[config.mk]
export PLATFORM = sky130hd
export DESIGN_NAME = pu_sequencer
export DESIGN_NICKNAME = d
export VERILOG_FILES = /design/src/rtl/pu_sequencer_pkg.sv /design/src/rtl/pu_sequencer_res_fifo.sv /design/src/rtl/pu_sequencer.sv
export SDC_FILE = /design/constraint.sdc
export NUM_CORES = 1
export LEC_CHECK = 0
export BUFFER_PORTS_ARGS = -buffer_cell sky130_fd_sc_hd__buf_2
export CAP_MARGIN = 15
export CORE_MARGIN = 2
export CORE_UTILIZATION = 30
export DETAILED_ROUTE_END_ITERATION = 7
export HOLD_SLACK_MARGIN = 0.15
export RECOVER_POWER = 50
export SYNTH_ARGS = -nofsm -noshare
export SYNTH_HDL_FRONTEND = slang
export SYNTH_SLANG_ARGS = --single-unit
[constraint.sdc]
create_clock -name clk -period 11.8 [get_ports clk]
set_clock_uncertainty 0.1 [all_clocks]
set_input_delay 0 -clock clk [delete_from_list [all_inputs] [get_ports clk]]
set_output_delay 0 -clock clk [all_outputs]
set_load 0.05 [all_outputs]
[src/rtl/pu_sequencer_pkg.sv]
// rtl/pu_sequencer_pkg.sv - shared FSM encoding, PU latency and float constants for pu_sequencer
package pu_sequencer_pkg;

   localparam logic [1:0] ST_IDLE  = 2'd0;
   localparam logic [1:0] ST_ISSUE = 2'd1;
   localparam logic [1:0] ST_DRAIN = 2'd2;

   // Registers between stable PU inputs and a valid pu_out (multiply reg, adder-tree reg)
   localparam int PU_LATENCY = 2;

   localparam logic [31:0] FP_ONE  = 32'h3F80_0000;
   localparam logic [31:0] FP_ZERO = 32'h0000_0000;

endpackage

[src/rtl/pu_sequencer_res_fifo.sv]
// rtl/pu_sequencer_res_fifo.sv - synchronous result FIFO holding {data, neuron index}
module res_fifo #(
   parameter int W     = 36,
   parameter int DEPTH = 8
) (
   input  logic                       clk,
   input  logic                       rst,
   input  logic                       push,
   input  logic [W-1:0]               wdata,
   input  logic                       pop,
   output logic [W-1:0]               rdata,
   output logic [$clog2(DEPTH):0]     count,
   output logic                       empty,
   output logic                       full
);

   localparam int PW = $clog2(DEPTH);

   logic [W-1:0]  mem [DEPTH];
   logic [PW-1:0] wr_ptr;
   logic [PW-1:0] rd_ptr;

   always_ff @(posedge clk) begin
      if (push) mem[wr_ptr] <= wdata;
   end

   always_ff @(posedge clk or posedge rst) begin
      if (rst) begin
         wr_ptr <= '0;
         rd_ptr <= '0;
         count  <= '0;
      end else begin
         if (push) wr_ptr <= wr_ptr + 1'b1;
         if (pop)  rd_ptr <= rd_ptr + 1'b1;
         case ({push, pop})
            2'b10:   count <= count + 1'b1;
            2'b01:   count <= count - 1'b1;
            default: count <= count;
         endcase
      end
   end

   assign rdata = mem[rd_ptr];
   assign empty = (count == '0);
   assign full  = (count == ($clog2(DEPTH)+1)'(DEPTH));

endmodule

[src/rtl/pu_sequencer.sv]
// rtl/pu_sequencer.sv - issues one layer of neurons through a 4-input PU and streams the results
module pu_sequencer
   import pu_sequencer_pkg::*;
#(
   parameter int DW          = 32,
   parameter int NUM_NEURONS = 16,
   parameter int FIFO_DEPTH  = 8,
   parameter int AW          = 4
) (
   input  logic            clk,
   input  logic            rst,
   input  logic            start,
   input  logic [4*DW-1:0] a_in,
   output logic            busy,
   output logic            done,
   output logic            w_ren,
   output logic [AW-1:0]   w_addr,
   input  logic [4*DW-1:0] w_rdata,
   output logic [DW-1:0]   pu_a1,
   output logic [DW-1:0]   pu_a2,
   output logic [DW-1:0]   pu_a3,
   output logic [DW-1:0]   pu_a4,
   output logic [DW-1:0]   pu_w1,
   output logic [DW-1:0]   pu_w2,
   output logic [DW-1:0]   pu_w3,
   output logic [DW-1:0]   pu_w4,
   input  logic [DW-1:0]   pu_out,
   output logic            res_valid,
   input  logic            res_ready,
   output logic [DW-1:0]   res_data,
   output logic [AW-1:0]   res_idx
);

   localparam int CW = $clog2(FIFO_DEPTH) + 1;

   logic [1:0]        state;
   logic [AW-1:0]     issue_cnt;
   logic [4*DW-1:0]   a_lat;
   logic [CW-1:0]     inflight;
   logic [CW-1:0]     fifo_count;
   logic              fifo_empty;
   logic              fifo_full;
   logic [DW+AW-1:0]  head;
   logic              credit, issue, push, pop, last_issue;

   logic                  rd_v, op_v;
   logic [AW-1:0]         rd_idx, op_idx;
   logic [PU_LATENCY-1:0] pl_v;
   logic [AW-1:0]         pl_idx [PU_LATENCY];

   // Every issued neuron owns a FIFO slot until popped, so a push can never find the FIFO full
   assign credit     = ({1'b0, inflight} + {1'b0, fifo_count}) < (CW+1)'(FIFO_DEPTH);
   assign issue      = (state == ST_ISSUE) && credit;
   assign last_issue = (issue_cnt == AW'(NUM_NEURONS - 1));
   assign push       = pl_v[PU_LATENCY-1];
   assign pop        = res_valid && res_ready;

   assign w_ren     = issue;
   assign w_addr    = issue_cnt;
   assign busy      = (state != ST_IDLE);
   assign done      = (state == ST_DRAIN) && pop && (inflight == '0) && (fifo_count == CW'(1));
   assign res_valid = !fifo_empty;
   assign res_data  = fifo_empty ? '0 : head[DW+AW-1:AW];
   assign res_idx   = fifo_empty ? '0 : head[AW-1:0];

   always_ff @(posedge clk or posedge rst) begin
      if (rst) begin
         state     <= ST_IDLE;
         issue_cnt <= '0;
         a_lat     <= '0;
      end else begin
         case (state)
            ST_IDLE: if (start) begin
               a_lat     <= a_in;
               issue_cnt <= '0;
               state     <= ST_ISSUE;
            end
            ST_ISSUE: if (issue) begin
               issue_cnt <= issue_cnt + 1'b1;
               if (last_issue) state <= ST_DRAIN;
            end
            ST_DRAIN: if (done) state <= ST_IDLE;
            default: state <= ST_IDLE;
         endcase
      end
   end

   always_ff @(posedge clk or posedge rst) begin
      if (rst) begin
         inflight <= '0;
      end else begin
         case ({issue, push})
            2'b10:   inflight <= inflight + 1'b1;
            2'b01:   inflight <= inflight - 1'b1;
            default: inflight <= inflight;
         endcase
      end
   end

   // Tags mirror the PU pipeline; cleared tags mask stale PU output after reset
   always_ff @(posedge clk or posedge rst) begin
      if (rst) begin
         rd_v   <= 1'b0;
         op_v   <= 1'b0;
         rd_idx <= '0;
         op_idx <= '0;
         pl_v   <= '0;
         for (int i = 0; i < PU_LATENCY; i++) pl_idx[i] <= '0;
      end else begin
         rd_v      <= issue;
         rd_idx    <= issue_cnt;
         op_v      <= rd_v;
         op_idx    <= rd_idx;
         pl_v[0]   <= op_v;
         pl_idx[0] <= op_idx;
         for (int i = 1; i < PU_LATENCY; i++) begin
            pl_v[i]   <= pl_v[i-1];
            pl_idx[i] <= pl_idx[i-1];
         end
      end
   end

   always_ff @(posedge clk or posedge rst) begin
      if (rst) begin
         pu_a1 <= '0; pu_a2 <= '0; pu_a3 <= '0; pu_a4 <= '0;
         pu_w1 <= '0; pu_w2 <= '0; pu_w3 <= '0; pu_w4 <= '0;
      end else if (rd_v) begin
         pu_a1 <= a_lat[DW-1:0];
         pu_a2 <= a_lat[2*DW-1:DW];
         pu_a3 <= a_lat[3*DW-1:2*DW];
         pu_a4 <= a_lat[4*DW-1:3*DW];
         pu_w1 <= w_rdata[DW-1:0];
         pu_w2 <= w_rdata[2*DW-1:DW];
         pu_w3 <= w_rdata[3*DW-1:2*DW];
         pu_w4 <= w_rdata[4*DW-1:3*DW];
      end
   end

   res_fifo #(
      .W     (DW + AW),
      .DEPTH (FIFO_DEPTH)
   ) u_res_fifo (
      .clk   (clk),
      .rst   (rst),
      .push  (push),
      .wdata ({pu_out, pl_idx[PU_LATENCY-1]}),
      .pop   (pop),
      .rdata (head),
      .count (fifo_count),
      .empty (fifo_empty),
      .full  (fifo_full)
   );

   assert property (@(posedge clk) disable iff (rst) !(push && fifo_full));

endmodule
== After elaboration in Yosys (flattened, before gate mapping) ==
Memory sizes are Yosys's and may differ from the RTL's.
Cells that the tools add are included.

* Register bits after elaboration: 424
* Bits of input ports: 292
* Bits in writable memories: 288
* Memories kept: 1
* Memory bits (read-only): 0
* Logic and storage cells: 74
* Latch bits: 0
* Output and inout bits: 300

{| class="wikitable"
|+ Memory list
! memory !! depth !! bits a word !! read ports !! clocked after memory_dff !! wr ports !! line !! source
|-
| u_res_fifo.mem || 8 || 36 || 1 || 0 || 1 || pu_sequencer_res_fifo.sv:19 || <nowiki>logic [W-1:0] mem [DEPTH];</nowiki>
|}

* Equal/unequal tests: 12
* $mul: 0
* Shift operators: 0
* Mux-type cells: 14
* Order comparisons: 1
* Bitwise operators: 0
* Reduce and logical (&&, ||, !) cells: 16
* Add/sub/neg operators: 8
* Divide/modulo/power cells: 0

{| class="wikitable"
|+ Operators by type and width
! kind !! count
|-
| $mux W32 || 1
|-
| $pmux W4 S2 || 3
|-
| $add A4 B1 Y4 const B || 3
|-
| $mux W4 || 3
|-
| $logic_not A4 Y1 || 2
|-
| $mux W2 || 4
|-
| $ne A2 B2 Y1 const B || 4
|-
| $reduce_bool A2 Y1 || 4
|-
| $sub A4 B1 Y4 const B || 2
|-
| $add A3 B1 Y3 const B || 2
|-
| $eq A2 B1 Y1 const B || 3
|-
| $eq A2 B2 Y1 const B || 3
|-
| $pmux W2 S3 || 1
|-
| $add A4 B4 Y5 || 1
|-
| $logic_and A1 B1 Y1 || 5
|-
| $lt A5 B4 Y1 const B || 1
|-
| $eq A4 B1 Y1 const B || 1
|-
| $eq A4 B4 Y1 const B || 1
|-
| $reduce_and A4 Y1 || 1
|-
| $reduce_and A3 Y1 || 1
|-
| $logic_not A2 Y1 || 1
|-
| $mux W1 || 2
|-
| $reduce_and A2 Y1 || 1
|-
| $logic_not A1 Y1 || 1
|}

== Depth between registers and ports, before layout ==
Gate-level depths: netlist (run 1).

* Depth after elaboration: 8
* Depth in mapped cells: 10
* Depth with buffers taken out: 9

== By module ==
From an unflattened synthesis (run 1), not the netlist that was laid out.

* Cells, all modules: 1690
* Area total of the unflattened synthesis: 27253.6 um^2

{| class="wikitable"
|+ Modules (own cells, without submodules)
! module !! times used !! sequential area each (um^2) !! area each (um^2) !! cells an instance
|-
| pu_sequencer || 1 || 10359.9 || 15606.2 || 1213
|-
| res_fifo || 1 || 8898.5 || 11647.4 || 477
|}

== Worst setup path before layout (run 1) ==
OpenSTA, ideal clock, no wires.

* Kind: reg2reg
* Start: reg u_res_fifo.wr_ptr[2]
* End: mem u_res_fifo.mem[0][0] (enable)
* Required time: 11226 ps
* Setup time: 474 ps
* Arrival: 3048 ps
* Cell stages (with the launch flop): 3
* Path slack: 8178 ps
* Clock period less this slack: 3622 ps
* Path through: dfrtp_1 > nand2b_1 > nor3_1

{| class="wikitable"
|+ RTL lines
! what !! line !! source
|-
| from (decl) || pu_sequencer_res_fifo.sv:20 || <nowiki>logic [PW-1:0] wr_ptr;</nowiki>
|-
| from (signal assigned) || pu_sequencer_res_fifo.sv:33 || <nowiki>if (push) wr_ptr <= wr_ptr + 1'b1;</nowiki>
|-
| to (decl) || pu_sequencer_res_fifo.sv:19 ||
|}

No word-level cell before the write port.

==> results of run 1 <==
## flip-flops by register name, indices dropped and copies added, names as in the netlist, 32 cells and up
| register | cells |
|---|---|
| pu_a1 | 32 |
| u_res_fifo.mem | 288 |
| pu_w4 | 32 |
| pu_a4 | 32 |
| pu_a3 | 32 |
| pu_w1 | 32 |
| pu_a2 | 32 |
| pu_w3 | 32 |
| pu_w2 | 32 |
| a_lat | 128 |
## metrics by stage
| stage | setup WS (ns) | power (W) | hold WS, ns | util |
|---|---|---|---|---|
| after floorplan | 5.98 | 0.00759 | -0.00113 | - |
| after global placement | 8.46 | 0.00883 | 0.0907 | 0.351 |
| after detailed placement | 8.35 | 0.00894 | 0.0914 | 0.351 |
| after CTS | 8.07 | 0.0118 | 0.253 | 0.459 |
| after global routing | 5.86 | 0.0123 | 0.260 | 0.455 |
| final | 6.78 | 0.0117 | 0.250 | 0.455 |
## logic make-up (layout without fill, tap and decap cells)
family	Yosys count	in the layout
simple gates	469	469
other cells	0	21
compound gates	16	16
buf+inv	93	1450
flops	712	712
fa+ha+maj	14	14
mux	368	368
xor+xnor	10	10
## Yosys cell counts, types with 5 or more instances
master | instances | area share
sky130_fd_sc_hd__mux2_2 | 258 | 0.11
sky130_fd_sc_hd__nand3_1 | 6 | 0.0011
sky130_fd_sc_hd__xor2_1 | 5 | 0.0016
sky130_fd_sc_hd__mux4_2 | 72 | 0.061
sky130_fd_sc_hd__buf_1 | 7 | 0.00098
sky130_fd_sc_hd__ha_1 | 13 | 0.0061
sky130_fd_sc_hd__inv_1 | 11 | 0.0015
sky130_fd_sc_hd__clkbuf_1 | 37 | 0.0052
sky130_fd_sc_hd__nor2_1 | 47 | 0.0066
sky130_fd_sc_hd__mux2i_1 | 38 | 0.014
sky130_fd_sc_hd__edfxtp_1 | 288 | 0.32
sky130_fd_sc_hd__buf_2 | 37 | 0.0069
sky130_fd_sc_hd__nand2_1 | 394 | 0.055
sky130_fd_sc_hd__dfrtp_1 | 424 | 0.40
sky130_fd_sc_hd__xnor2_1 | 5 | 0.0016
## power breakdown
| group | switching, W | total, W | internal (W) |
|---|---|---|---|
| combinational | 0.00348 | 0.00510 | 0.00162 |
| clock | 0.00105 | 0.00254 | 0.00148 |
| sequential | 0.000618 | 0.00407 | 0.00346 |
## metal layers
layer / global-route usage / up-vias
li1: - / 8579
met1: 0.188 / 9693
met2: 0.312 / 690
met3: 0.0549 / 235
met4: 0.0902 / 6
met5: 0 / -
## critical path, cell delays in order
cell	delay, ns
sky130_fd_sc_hd__dlygate4sd3_1	0.55
sky130_fd_sc_hd__buf_2	0.13
sky130_fd_sc_hd__dlygate4sd3_1	0.59
sky130_fd_sc_hd__clkinvlp_4	0.08
sky130_fd_sc_hd__clkbuf_1	2.32
sky130_fd_sc_hd__buf_4	1.00
sky130_fd_sc_hd__buf_12	0.70
## repair_timing
action                    CTS  global route
hold endpoints to repair  580             0
buffers inserted            0             0
gates resized for setup     0             0
hold buffers              677             0
## area by class of cell
class	count	area, um^2	share of cell area
multi-input cells	877	7190	0.178
flip-flops and latches	712	19300	0.478
well taps	1165	1460	0.0362
clock inverters	48	536	0.0133
diodes	21	52.6	0.00130
clock buffers	102	2180	0.0540
inverters	11	45.0	0.00112
repair buffers	1289	9560	0.237
## how the worst max path moves through the flow
| stage | endpoint | slack (ns) | cells past startpoint |
|---|---|---|---|
| 3_5_place_dp | pu_w3[15] | 8.35 | 3 |
| 4_1_cts | res_data[1] | 8.07 | 5 |
| 6_report | pu_a4[21] | 6.78 | 7 |
| 3_3_place_gp | pu_w3[15] | 8.46 | 3 |
| 2_1_floorplan | a_lat[0] | 5.98 | 1 |
| 5_1_grt | a_lat[117] | 5.86 | 7 |
==> flow_metrics.env, run 1 <==
export IMPL_cp_data_required_time_ns=12.32
export IMPL_tritoncts_num_sinks=712
export IMPL_detail_route_iter0_violations=1102
export IMPL_grt_pass1_wl_um=124000
export IMPL_yosys_cell_types_count=39
export IMPL_most_common_layout_cells="sky130_fd_sc_hd__dlygate4sd3_1 (677), sky130_fd_sc_hd__dfrtp_1 (421), sky130_fd_sc_hd__nand2_1 (393), sky130_fd_sc_hd__buf_2 (330), sky130_fd_sc_hd__edfxtp_1 (288)"
export IMPL_reg2reg_to="pu_w4[27]"
export IMPL_io_pin_count=592
export IMPL_ir_drop_mv=0.206
export IMPL_ctsHtreeMaxLevel=3
export IMPL_timing_critical_path_from_type="input pin"
export IMPL_path_class="in2async"
export IMPL_post_dp_cell_area_um2=31100
export IMPL_final_setup_viol_count=0
export IMPL_static_leakage_power_nw=16.7
export IMPL_area_of_the_die_um2=91700
export IMPL_postSynthAreaPerCell_um2=15.9
export IMPL_drt_first_pass_iters=8
export IMPL_wire_per_inst_um=19.5
export IMPL_num_cts_buffers=81
export IMPL_wirelength_met1_um=28900
export IMPL_timing_max_cap_violations=8
export IMPL_route_vias_total=19203
export IMPL_yosysWarnings=0
export IMPL_ys_ff_latch=712
export IMPL_number_of_nets_in_the_synthesized_netlist=1988
export IMPL_layout_drive_gt1_share=0.269
export IMPL_dr_wl_met3_um=6510
export IMPL_placed_cells=3377
export IMPL_vias_per_instance=4.55
export IMPL_timing_worst_slew_pin_value_ns=3.32
export IMPL_hold_path_endpoint="pl_idx[4]"
export IMPL_path_max_fanout=165
export IMPL_worst_setup_path_end_kind="asynchronous set/reset pin"
export IMPL_fin_crit_sh=0.425
export IMPL_gp_routability_congestion=0.942
export IMPL_port_buffers=591
export IMPL_post_synth_and_or_nand_nor_area_fraction=0.0688
export IMPL_clk_transition_reported_paths_ns=0.05
export IMPL_maximum_clock_frequency_ghz=0.199
export IMPL_violations_in_the_final_reports="DRC, capacitance limit, slew limit"
export IMPL_synth_flop_cell="sky130_fd_sc_hd__dfrtp_1"
export IMPL_gr_usage_all_layers=0.176
export IMPL_grt_ovfl_total=0
export IMPL_synth_sequential_area_ratio=0.719
export IMPL_design_final_nets=3278
export IMPL_area_growth_synth_to_final_pct=50.3
export IMPL_synth_async_reset_ratio=0.596
export IMPL_cts_root_buffer_cell="sky130_fd_sc_hd__clkbuf_16"
export IMPL_layout_commonest_cell="sky130_fd_sc_hd__dlygate4sd3_1"
export IMPL_met2_wirelength_um=42600
export IMPL_grt_max_degree=166
export IMPL_clock_latency_ns=0.62
export IMPL_worstPathArrival_ns=5.54
export IMPL_finalSetupTns_ns=0
export IMPL_final_antenna_net_count=0
export IMPL_min_delay_path_depth=0
export IMPL_final_non_filler_cell_total=4225
export IMPL_synth_enable_flop_cells=288
export IMPL_coreArea_um2=88500
export IMPL_die_width_um=303
export IMPL_finalHoldViolations=0
export IMPL_hp_start="op_idx[0]"
export IMPL_synth_compound_area_frac=0.00406
export IMPL_nFillCells=7713
export IMPL_setup_worst_path_start="rst"
export IMPL_post_synth_inst_count=1682
export IMPL_synth_fa_ha_area_frac=0.00682
export IMPL_combinational_family_with_the_most_area_after_synthesis="multiplexers"
export IMPL_synth_mux_area_fraction=0.183
export IMPL_drc=28
export IMPL_regToRegSetupSlack_ns=7.14
export IMPL_power_per_cell_area_nw_per_um2=291
export IMPL_hold_class="reg2reg"
export IMPL_final_cell_area_um2=40300
export IMPL_clock_tree_from_tritoncts="done"
export IMPL_detail_route_wirelength_um=82300
export IMPL_dp_hpwl_um=48500
export IMPL_ff2ff_path_depth=3
export IMPL_cell_area_after_synthesis_um2=26800
export IMPL_floorplan_initialDensity=0.303
export IMPL_vias_in_the_first_global_route=21434
export IMPL_ctsLongestPathBuffers=3
export IMPL_initial_antenna_violation_count=17
export IMPL_slew_limit_headroom=-1.21
export IMPL_fp_dieH_um=303
export IMPL_fin_max_slew_vios=325
export IMPL_core_rowCount=109
export IMPL_top_layer_used="met5"
export IMPL_setup_repair_after_global_routing_missed_its_margin="no"
export IMPL_status="finished, violations left"
export IMPL_yosys_area_share_xor_xnor=0.00327
export IMPL_fin_crit_ns=5.02
export IMPL_crit_reg2reg_launch="rd_v"
Note: power is estimated with default switching activity, not from simulation.
==> inputs of run 2 (changes only) <==
clock period = 4.9 ns   (was 11.8 ns; I/O delays follow)
==> run 2 against run 1 <==
The flow still finishes with violations (DRC, capacitance limit, slew limit). Combinational power is 140% higher. Total power is 140% higher. Worst setup slack worse by 5.6 ns. Largest cell class unchanged. Clock-buffer cell count is 4 higher. Design area is 0.12% higher. First-iteration DRC count is 10% higher. Highest routed layer unchanged. Critical path depth is 5 lower.
==> flow_metrics.env, run 2 (synthesis results as in run 1) <==
export IMPL_gr_usage_all_layers=0.177
export IMPL_crit_reg2reg_launch="rd_v"
export IMPL_fin_max_slew_vios=178
export IMPL_core_rowCount=109
export IMPL_initial_antenna_violation_count=14
export IMPL_drc=28
export IMPL_fp_dieH_um=303
export IMPL_cell_type_group_with_the_largest_total_delay_on_the_critical_path="flip-flops"
export IMPL_ctsLongestPathBuffers=3
export IMPL_path_class="reg2reg"
export IMPL_clock_latency_ns=0.63
export IMPL_power_report_internal_total_w=0.0160
export IMPL_nFillCells=7686
export IMPL_path_max_fanout=43
export IMPL_hold_path_endpoint="pu_w4[2]"
export IMPL_timing_max_cap_violations=6
export IMPL_grt_pass1_wl_um=124000
export IMPL_floorplan_initialDensity=0.303
export IMPL_regToRegSetupSlack_ns=1.20
export IMPL_worst_setup_path_end_kind="flip-flop"
export IMPL_power_share_clock=0.222
export IMPL_area_of_the_die_um2=91700
export IMPL_area_growth_synth_to_final_pct=50.5
export IMPL_wire_per_inst_um=19.6
export IMPL_worstPathArrival_ns=4.09
export IMPL_cts_root_buffer_cell="sky130_fd_sc_hd__clkbuf_16"
export IMPL_ir_drop_mv=0.576
export IMPL_ff2ff_path_depth=2
export IMPL_status="finished, violations left"
export IMPL_fin_crit_ns=3.70
export IMPL_reg2reg_to="pu_a3[4]"
export IMPL_top_regs="u_res_fifo.mem (288), a_lat (128)"
export IMPL_clock_tree_from_tritoncts="done"
export IMPL_sequentialPowerShare=0.345
export IMPL_layout_drive_gt1_share=0.270
export IMPL_timing_critical_path_from_type="flip-flop"
export IMPL_largest_register_ffs=288
export IMPL_final_antenna_net_count=0
export IMPL_total_power_w=0.0284
export IMPL_holdWs_ns=0.156
export IMPL_design_final_nets=3272
export IMPL_critPathSlowestCell="sky130_fd_sc_hd__dfrtp_1"
export IMPL_slew_limit_headroom=-0.912
export IMPL_fin_crit_sh=0.755
export IMPL_coreArea_um2=88500
export IMPL_violations_in_the_final_reports="DRC, capacitance limit, slew limit"
export IMPL_vias_in_the_first_global_route=21343
export IMPL_register_with_the_most_flip_flops="u_res_fifo.mem"
export IMPL_hold_class="in2reg"
export IMPL_min_delay_path_depth=3
export IMPL_detail_route_iter0_violations=1217
export IMPL_route_vias_total=19141
export IMPL_detail_route_wirelength_um=82500
export IMPL_comb_pwr_share=0.433
export IMPL_clk_transition_reported_paths_ns=0.07
export IMPL_p_sw_frac=0.436
export IMPL_setup_repair_after_global_routing_missed_its_margin="no"
export IMPL_gp_routability_congestion=0.912
export IMPL_multi_input_gate_area_um2=7170
export IMPL_final_setup_viol_count=0
export IMPL_hp_start="w_rdata[98]"
export IMPL_finalSetupTns_ns=0
export IMPL_grt_ovfl_total=0
export IMPL_num_cts_buffers=80
export IMPL_grt_max_degree=156
export IMPL_timing_worst_slew_pin_value_ns=2.87
export IMPL_number_of_buffers_and_inverters_on_the_critical_path=1
export IMPL_vias_per_instance=4.54
export IMPL_ctsHtreeMaxLevel=3
export IMPL_io_pin_count=592
export IMPL_power_per_cell_area_nw_per_um2=704
export IMPL_critical_path_cell_chain="clkbuf_1 > mux2_1"
export IMPL_p_sw_w=0.0124
export IMPL_finalHoldViolations=0
export IMPL_cp_data_required_time_ns=5.29
export IMPL_dp_hpwl_um=48800
export IMPL_most_common_layout_cells="sky130_fd_sc_hd__dlygate4sd3_1 (668), sky130_fd_sc_hd__dfrtp_1 (421), sky130_fd_sc_hd__nand2_1 (393), sky130_fd_sc_hd__buf_2 (327), sky130_fd_sc_hd__edfxtp_1 (288)"
export IMPL_port_buffers=591
export IMPL_maximum_clock_frequency_ghz=0.270
export IMPL_register_area_um2=19300
export IMPL_drt_first_pass_iters=7
export IMPL_layout_commonest_cell="sky130_fd_sc_hd__dlygate4sd3_1"
export IMPL_static_leakage_power_nw=16.8
export IMPL_tritoncts_num_sinks=712
export IMPL_max_stage_delay_ns=1.89
export IMPL_die_width_um=303
[run 2: worst max path at each step]
stage | depth (start not counted) | startpoint | slack (ns) | end
floorplan | 1 | rst | -0.92 | a_lat[0]
global placement | 9 | inflight[3] | 1.74 | inflight[3]
detailed placement | 9 | inflight[3] | 1.82 | inflight[3]
CTS | 5 | u_res_fifo.rd_ptr[0] | 1.47 | res_data[14]
global route | 2 | rd_v | 0.99 | pu_a4[10]
finish | 2 | rd_v | 1.20 | pu_a3[4]
[run 2: power groups by stage]
stage / sequential (W) / combinational [W] / clock [W]
2_1_floorplan: 0.0130 / 0.00528 / 0
3_3_place_gp: 0.00968 / 0.0116 / 0
3_5_place_dp: 0.00981 / 0.0117 / 0
4_1_cts: 0.00974 / 0.0125 / 0.00644
5_1_grt: 0.0101 / 0.0130 / 0.00668
6_report: 0.00980 / 0.0123 / 0.00630
[run 2: layout make-up]
class | instances | area share
clock inverter | 43 | 0.0132
antenna | 17 | 0.00105
multi-input combinational | 877 | 0.178
tap | 1165 | 0.0361
clock buffer | 106 | 0.0563
timing repair buffer | 1284 | 0.237
inverter | 11 | 0.00105
sequential | 712 | 0.478
[run 2: through the flow]
| stage | utilization | std cells | cell area (um^2) | setup slack (ns) |
|---|---|---|---|---|
| finish | 0.456 | 4215 | 40300 | 1.20 |
| global route | 0.455 | 4210 | 40300 | 0.987 |
| CTS | 0.460 | 4198 | 40700 | 1.47 |
| detailed placement | 0.352 | 3381 | 31200 | 1.82 |
| global placement | 0.352 | 3381 | 31200 | 1.74 |
| floorplan | - | 1682 | 26800 | -0.921 |
[run 2: repair_timing]
item,CTS,global route
buffers inserted,0,0
gates resized for setup,0,0
hold buffers,668,0
endpoints found under the hold margin,591,0
setup endpoints to repair,0,0
[run 2: worst register-to-register path, stage by stage (launching register included)]
cell and delay [ns]:
sky130_fd_sc_hd__dfrtp_1 1.89, sky130_fd_sc_hd__clkbuf_1 1.13, sky130_fd_sc_hd__mux2_1 0.46
[run 2: per-layer routing]
metal  GRT usage  share of wire  vias up
li1            -              -     8552
met1       0.194           0.36     9638
met2       0.298           0.49      698
met3      0.0592          0.084      249
met4       0.105          0.060        4
met5           0        0.00029        -
